<file path="src/rtl/ibus_dbus_arbiter.sv">
// ibus_dbus_arbiter: shares one memory port between the core's iBus and dBus.
// Ports: clk/rstf; iBus cmd+rsp; dBus cmd+rsp; unified mem cmd+rsp; protocol_err.
module ibus_dbus_arbiter #(
   parameter int MAX_OUTSTANDING = 4,
   parameter int STARVE_LIMIT    = 8
) (
   input  logic        clk,
   input  logic        rstf,
   input  logic        iBus_cmd_valid,
   output logic        iBus_cmd_ready,
   input  logic [31:0] iBus_cmd_payload_pc,
   output logic        iBus_rsp_ready,
   output logic        iBus_rsp_err,
   output logic [31:0] iBus_rsp_instr,
   input  logic        dBus_cmd_valid,
   output logic        dBus_cmd_ready,
   input  logic [31:0] dBus_cmd_payload_addr,
   input  logic [31:0] dBus_cmd_payload_data,
   input  logic [3:0]  dBus_cmd_payload_size,
   input  logic        dBus_cmd_payload_wr,
   output logic        dBus_rsp_valid,
   output logic [31:0] dBus_rsp_data,
   output logic        dBus_rsp_error,
   output logic        mem_cmd_valid,
   input  logic        mem_cmd_ready,
   output logic [31:0] mem_cmd_addr,
   output logic [31:0] mem_cmd_data,
   output logic [3:0]  mem_cmd_mask,
   output logic        mem_cmd_wr,
   input  logic        mem_rsp_valid,
   input  logic [31:0] mem_rsp_data,
   input  logic        mem_rsp_err,
   output logic        protocol_err
);

   localparam int PW = $clog2(MAX_OUTSTANDING);
   localparam int CW = PW + 1;

   localparam logic [1:0] IDLE  = 2'd0;
   localparam logic [1:0] GNT_I = 2'd1;
   localparam logic [1:0] GNT_D = 2'd2;

   logic [1:0]    state_q, state_d;
   logic [CW-1:0] cnt_q, cnt_d;
   logic [PW-1:0] wptr_q, rptr_q;
   logic [MAX_OUTSTANDING-1:0] tags_q;
   logic [7:0]    starve_q, starve_d;
   logic          perr_q;

   logic full, empty, i_win, gnt_i, gnt_d;
   logic push, pop, head_d, rsp_i, rsp_d;

   assign full  = (cnt_q == CW'(MAX_OUTSTANDING));
   assign empty = (cnt_q == '0);
   assign gnt_i = (state_q == GNT_I);
   assign gnt_d = (state_q == GNT_D);

   // iBus takes the port when dBus is idle or iBus has waited too long
   assign i_win = iBus_cmd_valid &&
                  ((starve_q >= 8'(STARVE_LIMIT)) || !dBus_cmd_valid);

   assign push   = (gnt_i || gnt_d) && mem_cmd_ready;
   assign pop    = mem_rsp_valid && !empty;
   assign head_d = tags_q[rptr_q];

   always_comb begin
      state_d  = state_q;
      starve_d = starve_q;
      unique case (state_q)
         IDLE: begin
            if (!full) begin
               if (i_win) begin
                  state_d  = GNT_I;
                  starve_d = '0;
               end else if (dBus_cmd_valid) begin
                  state_d = GNT_D;
                  if (iBus_cmd_valid && (starve_q < 8'(STARVE_LIMIT)))
                     starve_d = starve_q + 8'd1;
               end
            end
         end
         GNT_I, GNT_D: begin
            if (mem_cmd_ready) state_d = IDLE;
         end
         default: state_d = IDLE;
      endcase
   end

   always_comb begin
      cnt_d = cnt_q;
      unique case ({push, pop})
         2'b10:   cnt_d = cnt_q + CW'(1);
         2'b01:   cnt_d = cnt_q - CW'(1);
         default: cnt_d = cnt_q;
      endcase
   end

   always_ff @(posedge clk or negedge rstf) begin
      if (!rstf) begin
         state_q  <= IDLE;
         cnt_q    <= '0;
         wptr_q   <= '0;
         rptr_q   <= '0;
         tags_q   <= '0;
         starve_q <= '0;
         perr_q   <= 1'b0;
      end else begin
         state_q  <= state_d;
         cnt_q    <= cnt_d;
         starve_q <= starve_d;
         if (push) begin
            tags_q[wptr_q] <= gnt_d;
            wptr_q         <= wptr_q + PW'(1);
         end
         if (pop) rptr_q <= rptr_q + PW'(1);
         // a beat with nothing outstanding is dropped and flagged
         if (mem_rsp_valid && empty) perr_q <= 1'b1;
      end
   end

   always_comb begin
      mem_cmd_valid = gnt_i || gnt_d;
      mem_cmd_addr  = '0;
      mem_cmd_data  = '0;
      mem_cmd_mask  = '0;
      mem_cmd_wr    = 1'b0;
      if (gnt_i) begin
         mem_cmd_addr = iBus_cmd_payload_pc;
         mem_cmd_mask = 4'b1111;
      end else if (gnt_d) begin
         mem_cmd_addr = dBus_cmd_payload_addr;
         mem_cmd_data = dBus_cmd_payload_data;
         mem_cmd_mask = dBus_cmd_payload_size;
         mem_cmd_wr   = dBus_cmd_payload_wr;
      end
   end

   assign iBus_cmd_ready = gnt_i && mem_cmd_ready;
   assign dBus_cmd_ready = gnt_d && mem_cmd_ready;

   assign rsp_i = pop && !head_d;
   assign rsp_d = pop && head_d;

   assign iBus_rsp_ready = rsp_i;
   assign iBus_rsp_instr = rsp_i ? mem_rsp_data : '0;
   assign iBus_rsp_err   = rsp_i && mem_rsp_err;
   assign dBus_rsp_valid = rsp_d;
   assign dBus_rsp_data  = rsp_d ? mem_rsp_data : '0;
   assign dBus_rsp_error = rsp_d && mem_rsp_err;

   assign protocol_err = perr_q;

endmodule

</file>
<file path="config.mk">
export PLATFORM = sky130hd
export DESIGN_NAME = ibus_dbus_arbiter
export DESIGN_NICKNAME = d
export VERILOG_FILES = /design/src/rtl/ibus_dbus_arbiter.sv
export SDC_FILE = /design/constraint.sdc
export NUM_CORES = 1
export LEC_CHECK = 0
export ABC_AREA = 0
export BUFFER_PORTS_ARGS = -buffer_cell sky130_fd_sc_hd__buf_2
export CAP_MARGIN = 10
export CORE_AREA = 2 2 109 111
export CTS_CLUSTER_DIAMETER = 50
export DETAILED_ROUTE_END_ITERATION = 10
export DIE_AREA = 0 0 111 113
export SLEW_MARGIN = 20
export SYNTH_ARGS = -nofsm -noshare
export SYNTH_HDL_FRONTEND = slang
export SYNTH_SLANG_ARGS = --single-unit
</file>
<file path="constraint.sdc">
create_clock -name clk -period 3.1 [get_ports clk]
set_clock_uncertainty 0.15 [all_clocks]
set_input_delay 0.62 -clock clk [delete_from_list [all_inputs] [get_ports clk]]
set_output_delay 0.62 -clock clk [all_outputs]
set_load 0.02 [all_outputs]
</file>
==> summary.md <==
| Metric | Value |
|---|---|
| Hold bufs inserted after CTS | `0` |
| Max-cap violations | `0` |
| Site row count | `39` |
| Ys async rst share | `1.000` |
| Die H | `113 microns` |
| Cell taking the most area after synthesis | `dfrtp_1` |
| Final ANT Viol Nets | `0` |
| Die area | `0.01254 sq mm` |
| GR Util met1 | `0.1974` |
| Synth top area share | `0.2324` |
| Synth Cell Area | `0.002369 sq mm` |
| Clk root buf | `clkbuf_16` |
| Crit path cell chain | `mux4_4, and3_1, buf_2` |
| Slowest-stage cell, CP | `mux4_4` |
| Worst r2r dst | `cnt_q[2]$_DFFE_PN0P_` |
| Flop2flop setup slack | `0.84 ns` |
| Vias in the first global route | `2,892` |
| CP endpoint kind | `output pin` |
| Library cells used by synthesis | `29` |
| Routing usage on met3 | `0.01982` |
| Setup crit start kind | `flop` |
| Hold WS | `0.1736 ns` |
| Critical Path AT | `2.14 ns` |
| Antenna diode count | `0` |
| Critical path class | `reg -> out` |
| Final setup fails | `0` |
| Core Area | `0.01127 sq mm` |
| Cts repair resizes | `0` |
| Outcome | `finished clean` |
| Final Critical Period | `2.910 ns` |
| Dpl cell area | `0.003909 sq mm` |
| Sink Count | `22` |
| Leakage | `2.530 nW` |
| Final period util | `0.9388` |
| Most frequent cells in the layout | `280 x buf_2, 99 x nand2_1, 42 x nor2_1` |
| Share of cells above drive strength 1 | `0.4825` |
| Slew Viols, Final | `0` |
| Finished Cell Area | `0.004016 sq mm` |
| Stages on worst setup path | `3` |
| Count of final hold-check violations | `0` |
| Top Family by Delay on Critical Path | `multiplexers` |
| TritonCTS buffer count | `3` |
| Fmax | `343.6 MHz` |
| Nets@finish | `780` |
| Post CTS Setup Buffer Count | `0` |
| Pin slew with the least headroom to its limit | `0.5822 ns` |
| Drt total wl | `10,270 microns` |
| Routability cong. | `0.8959` |
| Worst Hold Class | `in -> async` |
| Syn Nets | `517` |
| Worst skew pair latency | `0.25 ns` |
| GRT overflow | `0` |
| Die width | `111 microns` |
| DRC | `0` |
| Worst Setup EP | `dBus_rsp_data[10]` |
| Overall global routing resource usage | `0.1485` |
| Wire per inst | `13.32 microns` |
| Gr busiest metal | `met2` |
| Reg2reg start | `state_q[0]$_DFFE_PN0P_` |
| Setup TNS | `0 ns` |
| Syn Area/Cell | `6.471 sq um` |
| Synth Flop Type | `dfrtp_1` |
| Layout area overhead | `69.57%` |
| RSZ-0062 raised after global routing | `no` |
| First-pass GRT wire length | `15,500 microns` |
| Initial antenna violation count | `0` |
| TritonRoute pass-1 iters | `4` |
| Initial Util | `0.2101` |
| Commonest non-fill, non-tap cell in the layout | `buf_2` |
| Syn Inst Count | `366` |
| # IOs | `281` |
| R2R cell count | `9` |
| CTS clk-pin slew, worst paths | `0.06 ns` |
| Pwr dens | `913.9 mW/mm^2` |
| Max VDD drop | `0.3481 mV` |
| Sequential fraction of the synthesis area | `0.2324` |
| Number of enable flip-flop cells after synthesis | `0` |
| Slew margin rel. | `0.6118` |
| Fillcell total | `1,252` |
| Worst Path Max Fanout | `68` |
| Longest Clk Path Bufs | `2` |
| Crit path buffers/inverters | `1` |
| Synth top area cells | `dfrtp_1 23%, nand2_1 16%, and2_1 9.8%, and3_1 8.7%, o21ai_0 7.6%` |
| Total number of vias | `3,290` |
| TritonCTS clock tree | `built` |
| Met2 Track Usage GR | `0.2569` |
| DR iter-0 viols | `223` |
| Synth warn | `0` |
| Pin count of the biggest net entering global routing | `69` |
| Worst EP required | `2.33 ns` |
| Yosys reg bits | `22` |
| Via density per instance | `4.267` |
| Crit path launch | `rptr_q[0]$_DFFE_PN0P_` |
| H-tree levels | `1` |
| Worst path max stage delay | `0.99 ns` |
| PortBufs | `280` |
| Hpwl dp | `8503 microns` |
==> stage by stage <==
step	std cells	setup WS, ns	total power, mW	utilization
2_1_floorplan	366	0.7480	2.398	-
3_3_place_gp	767	0.4612	3.335	0.3468
3_5_place_dp	767	0.4243	3.336	0.3468
4_1_cts	771	0.1499	3.707	0.3561
5_1_grt	771	0.1026	3.975	0.3563
6_report	771	0.1897	3.671	0.3563
==> logic make-up (layout without fill, tap and decap cells) <==
family / Yosys count / count (layout) / synth area share
simple gates: 228 / 228 / 0.4585
compound gates: 51 / 51 / 0.1204
buf+inv: 41 / 303 / 0.06762
flops: 22 / 22 / 0.2324
fa+ha+maj: 11 / 11 / 0.06128
mux: 7 / 7 / 0.03750
xor+xnor: 6 / 6 / 0.02219
==> how the worst min path moves through the flow <==
| stage | from | end | slack (ns) | depth (start not counted) |
|---|---|---|---|---|
| 3_3_place_gp | protocol_err$_DFFE_PN0P_ | protocol_err$_DFFE_PN0P_ | 0.29 | 1 |
| 6_report | rstf | starve_q[7]$_DFFE_PN0P_ | 0.17 | 1 |
| 4_1_cts | rstf | starve_q[7]$_DFFE_PN0P_ | 0.19 | 1 |
| 5_1_grt | rstf | starve_q[7]$_DFFE_PN0P_ | 0.22 | 1 |
| 2_1_floorplan | rstf | cnt_q[0]$_DFFE_PN0P_ | 0.17 | 0 |
| 3_5_place_dp | protocol_err$_DFFE_PN0P_ | protocol_err$_DFFE_PN0P_ | 0.29 | 1 |
==> power breakdown <==
group	leakage, nW	switching, mW	total, mW	internal, mW
clock	0.0511	0.101	0.357	0.256
sequential	0.278	0.0781	0.469	0.391
combinational	2.20	1.88	2.84	0.969
total	2.53	2.06	3.67	1.62
==> flip-flops by register name, indices dropped and copies added, names as in the netlist <==
signal,flops
cnt_q,3
protocol_err,1
rptr_q,2
starve_q,8
state_q,2
tags_q,4
wptr_q,2
==> area by class of cell <==
type | count | area, sq um | share of cell area
clock buffers | 3 | 75.07 | 0.01869
clock inverters | 1 | 30.03 | 0.007477
inverters | 12 | 45.04 | 0.01121
multi-input cells | 303 | 1670 | 0.4159
flip-flops and latches | 22 | 550.5 | 0.1371
well taps | 143 | 178.9 | 0.04455
repair buffers | 287 | 1466 | 0.3651
==> synth_stat cells, types with 2 or more instances <==
cell type and n:
a21o_1 5, a21oi_1 4, a22o_1 2, a31oi_1 2
a41oi_1 2, and2_1 37, and3_1 33, buf_2 5
clkbuf_1 24, dfrtp_1 22, ha_1 10, inv_1 12
mux2_2 5, nand2_1 99, nand3_1 7, nor2_1 42
nor2b_1 4, o21ai_0 36, xnor2_1 3, xor2_1 3
==> routing by layer <==
layer	wire, microns	part of all wire
met1	4472	0.44
met2	4964	0.48
met3	648	0.063
met4	185	0.018
met5	0	0
==> worst reg2reg max path, cell delays in order, from the launching register on <==
cell and delay (ns):
dfrtp_1 0.37, inv_1 0.07, ha_1 0.38, nand2_1 0.17, ha_1 0.21, inv_1 0.06, fa_1 0.37, xor2_1 0.15
nor2_1 0.11, xor2_1 0.15
Note: power is estimated with default switching activity, not from simulation.
